<file path="src/rtl/uart_regs_8n1_pkg.sv">
// Shared types and constants for the 8N1 UART register block.
// Control bit positions, data width and FSM state encodings.
package uart_pkg;

  localparam int CTRL_SEND_BIT  = 0;
  localparam int CTRL_NEWRX_BIT = 1;
  localparam int DATA_BITS      = 8;

  typedef enum logic [1:0] {
    TX_IDLE,
    TX_START,
    TX_DATA,
    TX_STOP
  } tx_state_t;

  typedef enum logic [1:0] {
    RX_IDLE,
    RX_START,
    RX_DATA,
    RX_STOP
  } rx_state_t;

endpackage

</file>
<file path="src/rtl/uart_regs_8n1_if.sv">
// Register bus between the core/decoder and the UART block.
// Master drives select/strobe/data, slave returns load data.
interface uart_regs_8n1_if;

  logic        cs_i;
  logic        we_i;
  logic        reg_sel_i;
  logic        addr_i;
  logic [31:0] wr_data_i;
  logic [31:0] rd_data_o;

  modport master (
    output cs_i,
    output we_i,
    output reg_sel_i,
    output addr_i,
    output wr_data_i,
    input  rd_data_o
  );

  modport slave (
    input  cs_i,
    input  we_i,
    input  reg_sel_i,
    input  addr_i,
    input  wr_data_i,
    output rd_data_o
  );

endinterface

</file>
<file path="src/rtl/uart_regs_8n1_rx_core.sv">
// 8N1 receiver: 2-flop synchronizer, mid-bit sampling FSM.
// Emits a byte with a one-cycle valid pulse on a good stop bit.
module uart_rx_core
  import uart_pkg::*;
#(
  parameter int CLKS_PER_BIT = 16
) (
  input  logic       clk_i,
  input  logic       rst_ni,
  input  logic       rx_i,
  output logic [7:0] rx_byte,
  output logic       rx_valid
);

  localparam int CW = $clog2(CLKS_PER_BIT);
  localparam logic [CW-1:0] HALF = CW'(CLKS_PER_BIT / 2 - 1);
  localparam logic [CW-1:0] LAST = CW'(CLKS_PER_BIT - 1);
  localparam logic [2:0] LAST_IDX = 3'(DATA_BITS - 1);

  logic            meta;
  logic            rx_s;
  rx_state_t       st;
  logic [CW-1:0]   cnt;
  logic [2:0]      idx;
  logic [7:0]      sh;

  // Bring the asynchronous line into the clock domain (idle high).
  always_ff @(posedge clk_i or negedge rst_ni) begin
    if (!rst_ni) begin
      meta <= 1'b1;
      rx_s <= 1'b1;
    end else begin
      meta <= rx_i;
      rx_s <= meta;
    end
  end

  // Receive FSM; a low start that is gone at mid-bit is a glitch.
  always_ff @(posedge clk_i or negedge rst_ni) begin
    if (!rst_ni) begin
      st       <= RX_IDLE;
      cnt      <= '0;
      idx      <= '0;
      sh       <= '0;
      rx_byte  <= '0;
      rx_valid <= 1'b0;
    end else begin
      rx_valid <= 1'b0;
      case (st)
        RX_IDLE: begin
          cnt <= '0;
          if (!rx_s) st <= RX_START;
        end
        RX_START: begin
          if (cnt == HALF) begin
            cnt <= '0;
            idx <= '0;
            st  <= rx_s ? RX_IDLE : RX_DATA;
          end else begin
            cnt <= cnt + 1'b1;
          end
        end
        RX_DATA: begin
          if (cnt == LAST) begin
            cnt <= '0;
            sh  <= {rx_s, sh[7:1]};
            if (idx == LAST_IDX) st <= RX_STOP;
            else idx <= idx + 1'b1;
          end else begin
            cnt <= cnt + 1'b1;
          end
        end
        RX_STOP: begin
          if (cnt == LAST) begin
            cnt <= '0;
            st  <= RX_IDLE;
            if (rx_s) begin
              rx_byte  <= sh;
              rx_valid <= 1'b1;
            end
          end else begin
            cnt <= cnt + 1'b1;
          end
        end
        default: st <= RX_IDLE;
      endcase
    end
  end

endmodule

</file>
<file path="src/rtl/uart_regs_8n1.sv">
// Memory-mapped 8N1 UART: control/TX/RX registers and TX FSM.
// Reception is delegated to uart_rx_core.
module uart_regs_8n1
  import uart_pkg::*;
#(
  parameter int CLK_FREQ     = 10_000_000,
  parameter int BAUD         = 9600,
  parameter int CLKS_PER_BIT = CLK_FREQ / BAUD
) (
  input  logic             clk_i,
  input  logic             rst_ni,
  uart_regs_8n1_if.slave   bus,
  input  logic             rx_i,
  output logic             tx_o
);

  localparam int CW = $clog2(CLKS_PER_BIT);
  localparam logic [CW-1:0] LAST = CW'(CLKS_PER_BIT - 1);
  localparam logic [2:0] LAST_IDX = 3'(DATA_BITS - 1);

  logic            send;
  logic            new_rx;
  logic [7:0]      tx_data;
  logic [7:0]      rx_data;
  logic [7:0]      rx_byte;
  logic            rx_valid;
  tx_state_t       tx_st;
  logic [CW-1:0]   tx_cnt;
  logic [2:0]      tx_idx;
  logic [7:0]      tx_sh;
  logic            wr;
  logic            wr_ctrl;
  logic            wr_tx;
  logic            send_clr;
  logic [23:0]     unused_wr;

  assign wr       = bus.cs_i & bus.we_i;
  assign wr_ctrl  = wr & ~bus.reg_sel_i;
  assign wr_tx    = wr & bus.reg_sel_i & ~bus.addr_i;
  assign send_clr = (tx_st == TX_STOP) && (tx_cnt == LAST);
  assign unused_wr = bus.wr_data_i[31:8];

  uart_rx_core #(
    .CLKS_PER_BIT(CLKS_PER_BIT)
  ) u_rx (
    .clk_i   (clk_i),
    .rst_ni  (rst_ni),
    .rx_i    (rx_i),
    .rx_byte (rx_byte),
    .rx_valid(rx_valid)
  );

  // Registers: hardware set/clear wins over software in the same cycle.
  always_ff @(posedge clk_i or negedge rst_ni) begin
    if (!rst_ni) begin
      send    <= 1'b0;
      new_rx  <= 1'b0;
      tx_data <= '0;
      rx_data <= '0;
    end else begin
      if (send_clr) send <= 1'b0;
      else if (wr_ctrl && tx_st == TX_IDLE)
        send <= bus.wr_data_i[CTRL_SEND_BIT];
      if (rx_valid) new_rx <= 1'b1;
      else if (wr_ctrl) new_rx <= bus.wr_data_i[CTRL_NEWRX_BIT];
      if (wr_tx) tx_data <= bus.wr_data_i[7:0];
      if (rx_valid) rx_data <= rx_byte;
    end
  end

  // Transmit FSM; byte is captured at start so later writes don't disturb it.
  always_ff @(posedge clk_i or negedge rst_ni) begin
    if (!rst_ni) begin
      tx_st  <= TX_IDLE;
      tx_cnt <= '0;
      tx_idx <= '0;
      tx_sh  <= '0;
      tx_o   <= 1'b1;
    end else begin
      case (tx_st)
        TX_IDLE: begin
          tx_o   <= 1'b1;
          tx_cnt <= '0;
          if (send) begin
            tx_sh <= tx_data;
            tx_st <= TX_START;
            tx_o  <= 1'b0;
          end
        end
        TX_START: begin
          if (tx_cnt == LAST) begin
            tx_cnt <= '0;
            tx_idx <= '0;
            tx_st  <= TX_DATA;
            tx_o   <= tx_sh[0];
          end else begin
            tx_cnt <= tx_cnt + 1'b1;
          end
        end
        TX_DATA: begin
          if (tx_cnt == LAST) begin
            tx_cnt <= '0;
            if (tx_idx == LAST_IDX) begin
              tx_st <= TX_STOP;
              tx_o  <= 1'b1;
            end else begin
              tx_idx <= tx_idx + 1'b1;
              tx_sh  <= tx_sh >> 1;
              tx_o   <= tx_sh[1];
            end
          end else begin
            tx_cnt <= tx_cnt + 1'b1;
          end
        end
        TX_STOP: begin
          if (tx_cnt == LAST) begin
            tx_cnt <= '0;
            tx_st  <= TX_IDLE;
          end else begin
            tx_cnt <= tx_cnt + 1'b1;
          end
        end
        default: tx_st <= TX_IDLE;
      endcase
    end
  end

  // Zero-latency load data mux.
  always_comb begin
    bus.rd_data_o = '0;
    unique case (1'b1)
      !bus.reg_sel_i:
        bus.rd_data_o[1:0] = {new_rx, send};
      bus.reg_sel_i && !bus.addr_i:
        bus.rd_data_o[7:0] = tx_data;
      bus.reg_sel_i && bus.addr_i:
        bus.rd_data_o[7:0] = rx_data;
      default: bus.rd_data_o = '0;
    endcase
  end

endmodule

</file>
<file path="src/flat_wrapper.sv">
// flat-port wrapper written by rule: the top's interface ports become plain ports
module uart_regs_8n1_flat import uart_pkg::*;
#(
  parameter int CLK_FREQ     = 10_000_000,
  parameter int BAUD         = 9600,
  parameter int CLKS_PER_BIT = CLK_FREQ / BAUD
)
  (clk_i, rst_ni, rx_i, tx_o, bus_cs_i, bus_we_i, bus_reg_sel_i, bus_addr_i, bus_wr_data_i, bus_rd_data_o);
  uart_regs_8n1_if bus_i ();
  input  logic clk_i;
  input  logic rst_ni;
  input  logic rx_i;
  output logic tx_o;
  input wire logic [$bits(bus_i.cs_i)-1:0] bus_cs_i;
  input wire logic [$bits(bus_i.we_i)-1:0] bus_we_i;
  input wire logic [$bits(bus_i.reg_sel_i)-1:0] bus_reg_sel_i;
  input wire logic [$bits(bus_i.addr_i)-1:0] bus_addr_i;
  input wire logic [$bits(bus_i.wr_data_i)-1:0] bus_wr_data_i;
  output wire logic [$bits(bus_i.rd_data_o)-1:0] bus_rd_data_o;
  assign bus_i.cs_i = bus_cs_i;
  assign bus_i.we_i = bus_we_i;
  assign bus_i.reg_sel_i = bus_reg_sel_i;
  assign bus_i.addr_i = bus_addr_i;
  assign bus_i.wr_data_i = bus_wr_data_i;
  assign bus_rd_data_o = bus_i.rd_data_o;
  uart_regs_8n1 #(.CLK_FREQ(CLK_FREQ), .BAUD(BAUD), .CLKS_PER_BIT(CLKS_PER_BIT)) u_core (.clk_i(clk_i), .rst_ni(rst_ni), .bus(bus_i), .rx_i(rx_i), .tx_o(tx_o));
endmodule
</file>
<file path="config.mk">
export PLATFORM = sky130hd
export DESIGN_NAME = uart_regs_8n1_flat
export DESIGN_NICKNAME = d
export VERILOG_FILES = /design/src/rtl/uart_regs_8n1_pkg.sv /design/src/rtl/uart_regs_8n1_if.sv /design/src/rtl/uart_regs_8n1_rx_core.sv /design/src/rtl/uart_regs_8n1.sv /design/src/flat_wrapper.sv
export SDC_FILE = /design/constraint.sdc
export NUM_CORES = 1
export LEC_CHECK = 0
export CORE_UTILIZATION = 40
export DETAILED_ROUTE_END_ITERATION = 8
export GPL_TIMING_DRIVEN = 0
export PLACE_DENSITY = 0.69
export SLEW_MARGIN = 20
export SYNTH_ARGS = -nofsm -noshare
export SYNTH_HDL_FRONTEND = slang
export SYNTH_SLANG_ARGS = --single-unit
</file>
<file path="constraint.sdc">
create_clock -name clk_i -period 2.8 [get_ports clk_i]
set_clock_uncertainty 0.2 [all_clocks]
set_input_delay 0.56 -clock clk_i [delete_from_list [all_inputs] [get_ports clk_i]]
set_output_delay 0.56 -clock clk_i [all_outputs]
set_load 0.02 [all_outputs]
</file>
# ---- Word-level counts from Yosys, hierarchy flattened
# Index checks and enable logic that the tools add are counted.
dict set report word_totals {
  regBits 78
  out_inout_bits 33
  word_cells 118
}
dict set report classes {
  n_addsub 4
  n_eq_ne 23
  muxes 44
  n_bitwise 6
  n_reduce_logical 24
}
# op count
set ops {}
lappend ops {{11-bit two-way mux} 3}
lappend ops {{11-bit case mux with 3 select lines} 1}
lappend ops {{8-bit two-way mux} 3}
lappend ops {{11-bit by 1-bit adder with 11-bit output, second input constant} 2}
lappend ops {{11-bit equality test, second input constant} 2}
lappend ops {{2-bit two-way mux} 11}
lappend ops {{11-bit case mux with 2 select lines} 1}
lappend ops {{3-bit two-way mux} 6}
lappend ops {{2-bit inequality test, second input constant} 8}
lappend ops {{2-bit case mux with 4 select lines} 2}
lappend ops {{8-bit case mux with 2 select lines} 1}
lappend ops {{3-bit case mux with 2 select lines} 2}
lappend ops {{6-bit case mux with 2 select lines} 1}
lappend ops {{4-bit AND reduction} 3}
lappend ops {{11-bit by 10-bit equality test with 1-bit output, second input constant} 1}
lappend ops {{1-bit two-way mux} 11}
lappend ops {{5-bit AND reduction} 2}
lappend ops {{2-bit nonzero test} 5}
lappend ops {{2-bit equality test, second input constant} 4}
lappend ops {{2-bit by 1-bit inequality test with 1-bit output, second input constant} 4}
lappend ops {{3-bit by 1-bit adder with 3-bit output, second input constant} 2}
lappend ops {{3-bit equality test, second input constant} 2}
lappend ops {{2-bit case mux with 3 select lines} 1}
lappend ops {{3-bit AND reduction} 2}
lappend ops {{11 further kinds} 21}

# ---- Logic depth before layout (Yosys ltp)
dict set report depth {
  ltp_word 5
  mapped_depth 8
  ltp_nobuf 7
}

# ---- Hierarchy
# From an unflattened synthesis, not the netlist that was laid out.
dict set report hier_totals {
  cells_unflattened 346
  hier_area_um2 4045.1
}
# module instances cells_per_inst area_per_inst_um2
set by_module_without_submodules {}
lappend by_module_without_submodules {uart_regs_8n1 1 209 2414.8}
lappend by_module_without_submodules {uart_rx_core 1 137 1630.3}

# ---- Worst setup path before layout
# Ideal clock, no wire load.
dict set report synth_path {
  kind {reg-to-reg}
  from {register u_core.u_rx.cnt[6]}
  to {register u_core.u_rx.rx_byte[0]}
  t_arrival_ps 1884
  required_ps 2475
  path_slack_ps 591
  path_stages_with_launch 5
  n_path_buf 0
  cell_sequence {dfrtp_1 -> or4_4 -> nor4_4 -> nand4_2 -> mux2_2}
}
dict set report synth_via {
  elab_chain_cells 2
}
# element line_no
set synth_lines {}
lappend synth_lines {{start, declared} uart_regs_8n1_rx_core.sv:23} ;# logic [CW-1:0] cnt;
lappend synth_lines {{start signal, assigned} uart_regs_8n1_rx_core.sv:60} ;# cnt <= cnt + 1'b1;
lappend synth_lines {{start signal, assigned} uart_regs_8n1_rx_core.sv:70} ;# cnt <= cnt + 1'b1;
lappend synth_lines {{start signal, assigned} uart_regs_8n1_rx_core.sv:82} ;# cnt <= cnt + 1'b1;
lappend synth_lines {{11-bit equality test} uart_regs_8n1_rx_core.sv:74} ;# if (cnt == LAST) begin
lappend synth_lines {{3-bit AND reduction (no line)} -}
lappend synth_lines {{end signal, assigned} uart_regs_8n1_rx_core.sv:78} ;# rx_byte <= sh;
lappend synth_lines {{end, declared} uart_regs_8n1_rx_core.sv:11} ;# output logic [7:0] rx_byte,
# No other way between the ends.
# A chain may end at the register's enable or synchronous reset.

# ---- Worst setup path in the final report
dict set report layout_path {
  from {input port bus_reg_sel_i}
  to {output port bus_rd_data_o[1]}
}
dict set report layout_via {
  elab_chain_cells 2
}
# element line_no
set layout_lines {}
lappend layout_lines {{start, declared} flat_wrapper.sv:16} ;# input wire logic [$bits(bus_i.reg_sel_i)-1:0] bus_reg_sel_i;
lappend layout_lines {{1-bit logical AND (tied with other cells)} uart_regs_8n1.sv:136} ;# bus.reg_sel_i && bus.addr_i:
lappend layout_lines {{2-bit case mux with 3 select lines *} uart_regs_8n1.sv:131} ;# unique case (1'b1)
lappend layout_lines {{end, declared} flat_wrapper.sv:19} ;# output wire logic [$bits(bus_i.rd_data_o)-1:0] bus_rd_data_o;
# Every way passes the cells marked *; elsewhere a longest branch is shown, timed or not.

==> results.md <==
- The run finished with clean final reports.
- In the routed layout, each cell is associated on average with a via count of 4.78.
- Clock tree synthesis selected as its root buffer the cell sky130_fd_sc_hd__clkbuf_8.
- For this configuration, the core starts out at a cell density of 41.6%.
- The detailed-router iteration count before antenna repair is 4.
- The count of antenna-violating nets left after detailed routing is 0.
- The endpoint required time on the critical path is 2.04 ns.
- In the synthesized netlist the async set-or-reset flop fraction comes to 100%.
- The die height is 101 µm.
- The area of all placed cells without fillers is 4570 µm².
- Along the worst path, the maximum fanout reaches 10.
- The total area inside the core boundary comes to 9330 µm².
- At the worst endpoint, the arrival time is 1.99 ns.
- Setup repair after global routing left no endpoint under its margin.
- Counting the fill cells in the layout gives 856.
- From left edge to right edge, the die measures 101 µm.
- The tree built by TritonCTS fans out to 78 sinks.
- The post-route core utilization is 49.0%.
- The initial antenna violation count is 0.
- The floorplan die area is 10,100 µm².
- The routed layout has 2,577 vias.
- Power spread over the standard cell area amounts to 640 nW/µm².
- The combined area of all synthesized cells is 3880 µm².
- The startpoint-to-endpoint class of the critical path is in2out.
- The maximum vdd drop is 0.328 mV.
- The number of slew-limit violations in the final report came to 0.
- The first global-routing pass estimated 11,500 µm of wire.
- The type of element capturing the critical path is an output port.
- The total routing resource utilization after global routing is 14.7%.
- The detailed router finished its first iteration with 99 violations.
- Setup violations remaining at the end of the flow were counted as 0.
- The total setup buffers inserted after CTS is 0.
- The clock-pin slew on the worst setup and hold paths is 0.08 ns.
- The number of flops mapped to enable cells by yosys is 0.
- The path type of the worst min-delay path is reg2reg.
- The H-tree generated during clock tree synthesis spans 3 levels.
- The wire-length estimate of the detail-placed layout is 4970 µm.
- The startpoint of the most critical hold path is u_core.u_rx.meta$_DFF_PN1_.
- The via count of the first global-routing pass is 2,489.
- Compared with the post-synthesis result, the final layout area differs by 17.7%.
- The peak clock frequency supported by timing is 0.364 GHz.
- The tightest slew margin relative to the limit is 59.4%.
- Buffers placed on the I/O ports in this run total 22.
- The most used flip-flop cell after synthesis is sky130_fd_sc_hd__dfrtp_1.
- In this run the register-to-register setup slack is 0.35 ns.
- For this run the aggregate overflow at the end of global routing stands at 0.
- After synthesis the netlist holds a flip-flop and latch count of 78.
- The instance area at placement is 4370 µm².
- Final hold analysis gives a worst-case slack of 0.158 ns.
- The routed wirelength normalized by instance count is 12.5 µm.
- The final count of hold timing violations is 0.
- The maximum number of buffers from clock root to sink is 2.
- The worst register-to-register path begins at u_core.u_rx.cnt[6]$_DFF_PN0_.
- Wires add up to 6730 µm.
- Of the synthesized area, sequential elements account for 50.4%.
- The count of warnings emitted by yosys is 0.
- The number of design rule violations left after detail routing is 0.
- Counting I/O delays and the setup requirement, the final critical path takes 2.75 ns.
- The total clock buffers created by CTS is 9.
- The depth of the worst hold-timing path is 0.
- In this run the critical register-to-register path is captured at u_core.u_rx.rx_byte[0]$_DFFE_PN0P_.
- Pin placement for this block handled 72 I/O pins.
- The number of antenna diodes in the final layout is 0.
- The sum of negative setup slack is 0 ns.
- OpenSTA, run right after detailed placement, puts the worst setup slack at -0.378 ns.
- The final layout contains 457 nets.
- The worst setup path is launched from a primary input.
- The fraction of final layout cells with drive strength greater than 1 is 21.7%.
- The cell count after synthesis is 347.
- The number of max-cap violations is 0.
- The worst register-to-register path has a depth of 4.
- The post-synthesis average cell area is 11.2 µm².
- The floorplan has 35 rows.
- The measured slew at the worst slew-check pin is 0.600 ns.
- Clock latency on the worst-skew pair, taken at its later pin, is 0.35 ns.
- For hold timing, the worst endpoint is u_core.u_rx.rx_s$_DFF_PN1_.
- The static power due to leakage is 2.23 nW.
- The maximum number of pins on one net before global-route repair is 43.
- The final estimated routing congestion in global placement is 0.901.
- Synthesis instantiated 43 different standard cells from the library.
- The setup slack of the critical path after layout is 0.0544 ns.
- The CTS tree is built.
- In the finished design, the share of the clock period the worst path needs comes to 98.1%.
[per-stage QoR]
stage	power, mW	cells
floorplan	1.90	370
global placement	2.08	521
detailed placement	2.12	522
CTS	2.96	539
global route	3.12	539
finish	2.92	539
[state kept, by name (all words and copies together), names as in the netlist, 2 cells and up, named ones only]
register	cells
u_core.rx_data	8
u_core.tx_cnt	11
u_core.tx_data	8
u_core.tx_idx	3
u_core.tx_sh	8
u_core.tx_st	2
u_core.u_rx.cnt	11
u_core.u_rx.idx	3
u_core.u_rx.rx_byte	8
u_core.u_rx.sh	8
[layer usage]
layer,wire length [µm],track usage [%]
met1,2980,17.4
met2,3410,25.9
met3,242,3.61
met4,104,5.35
met5,0,0
[layout by cell type (no fill, tap or decap), types with 2 or more instances in the layout]
cell type / netlist / layout
sky130_fd_sc_hd__dfrtp_1: 75 / 75
sky130_fd_sc_hd__nor2_1: 38 / 38
sky130_fd_sc_hd__mux2_2: 34 / 34
sky130_fd_sc_hd__buf_4: 24 / 25
sky130_fd_sc_hd__conb_1: 1 / 24
sky130_fd_sc_hd__nand2_1: 22 / 22
sky130_fd_sc_hd__mux2i_1: 16 / 16
sky130_fd_sc_hd__o21ai_0: 14 / 14
sky130_fd_sc_hd__ha_1: 13 / 13
sky130_fd_sc_hd__clkdlybuf4s50_1: 0 / 13
sky130_fd_sc_hd__nand3_1: 11 / 11
sky130_fd_sc_hd__a21oi_1: 11 / 11
sky130_fd_sc_hd__clkbuf_8: 0 / 10
sky130_fd_sc_hd__xnor2_1: 9 / 9
sky130_fd_sc_hd__inv_1: 8 / 8
sky130_fd_sc_hd__xor2_1: 8 / 8
sky130_fd_sc_hd__clkbuf_1: 8 / 8
sky130_fd_sc_hd__nor2b_1: 8 / 8
sky130_fd_sc_hd__dlygate4sd2_1: 0 / 8
sky130_fd_sc_hd__a22o_1: 6 / 6
sky130_fd_sc_hd__nor3_1: 4 / 4
sky130_fd_sc_hd__and3_1: 3 / 3
sky130_fd_sc_hd__nand2b_1: 3 / 3
sky130_fd_sc_hd__and3b_1: 3 / 3
sky130_fd_sc_hd__dfstp_2: 3 / 3
sky130_fd_sc_hd__nor4b_1: 2 / 2
sky130_fd_sc_hd__nand4b_1: 2 / 2
sky130_fd_sc_hd__nand4_1: 2 / 2
sky130_fd_sc_hd__o31ai_1: 2 / 2
sky130_fd_sc_hd__clkinvlp_4: 0 / 2
[cells in the mapped netlist (3+ instances only)]
library cell,instances,area [µm²]
sky130_fd_sc_hd__nand2_1,22,82.6
sky130_fd_sc_hd__inv_1,8,30.0
sky130_fd_sc_hd__xnor2_1,9,78.8
sky130_fd_sc_hd__o21ai_0,14,70.1
sky130_fd_sc_hd__nor3_1,4,20.0
sky130_fd_sc_hd__dfrtp_1,75,1880
sky130_fd_sc_hd__nand2b_1,3,18.8
sky130_fd_sc_hd__nand3_1,11,55.1
sky130_fd_sc_hd__and3_1,3,18.8
sky130_fd_sc_hd__a22o_1,6,52.6
sky130_fd_sc_hd__a21oi_1,11,55.1
sky130_fd_sc_hd__dfstp_2,3,78.8
sky130_fd_sc_hd__mux2_2,34,383
sky130_fd_sc_hd__xor2_1,8,70.1
sky130_fd_sc_hd__buf_4,24,180
sky130_fd_sc_hd__nor2_1,38,143
sky130_fd_sc_hd__mux2i_1,16,160
sky130_fd_sc_hd__clkbuf_1,8,30.0
sky130_fd_sc_hd__nor2b_1,8,50.1
sky130_fd_sc_hd__ha_1,13,163
sky130_fd_sc_hd__and3b_1,3,26.3
[critical path, stage by stage]
cell and delay [ns]:
sky130_fd_sc_hd__clkdlybuf4s50_1 0.53, sky130_fd_sc_hd__clkbuf_2 0.24, sky130_fd_sc_hd__nor2_1 0.07, sky130_fd_sc_hd__a21oi_1 0.22, sky130_fd_sc_hd__dlygate4sd2_1 0.37
[power by group]
group          switching [mW]  leakage (nW)  internal [mW]
combinational           0.389          1.11          0.314
clock                   0.401        0.0955          0.436
sequential              0.113          1.03           1.27
total                   0.904          2.23           2.02
[cells by family after synthesis]
group / synth area share (%)
AO/OA/AOI/OAI: 5.64
multiplexers: 14.6
other: 0.0966
buffers and inverters: 6.32
flip-flops: 50.4
AND/OR/NAND/NOR: 15.0
adder cells (fa/ha/maj): 4.19
XOR/XNOR: 3.84
[repair_timing]
action / in CTS / in global routing
gates resized for setup: 9 / 0
hold buffers: 1 / 0
hold endpoints to repair: 35 / 0
setup endpoints to repair: 8 / 0
[how the worst max path moves through the flow]
stage,endpoint,depth (start not counted),from
floorplan,u_core.u_rx.rx_byte[0]$_DFFE_PN0P_,4,u_core.u_rx.cnt[6]$_DFF_PN0_
global placement,u_core.tx_cnt[6]$_DFF_PN0_,1,rst_ni
detailed placement,bus_rd_data_o[0],5,bus_reg_sel_i
CTS,bus_rd_data_o[0],5,bus_reg_sel_i
global route,bus_rd_data_o[1],5,bus_reg_sel_i
finish,bus_rd_data_o[1],5,bus_reg_sel_i
[cell type report]
class / instances / area (µm²) / area share [%]
inverter: 8 / 30.0 / 0.657
multi-input combinational: 251 / 1770 / 38.7
sequential: 78 / 1960 / 42.8
tap: 129 / 161 / 3.53
clock buffer: 11 / 141 / 3.10
buffer: 33 / 216 / 4.74
timing repair buffer: 24 / 238 / 5.20
clock inverter: 5 / 58.8 / 1.29
No activity file was read; power rests on OpenSTA's default activity.
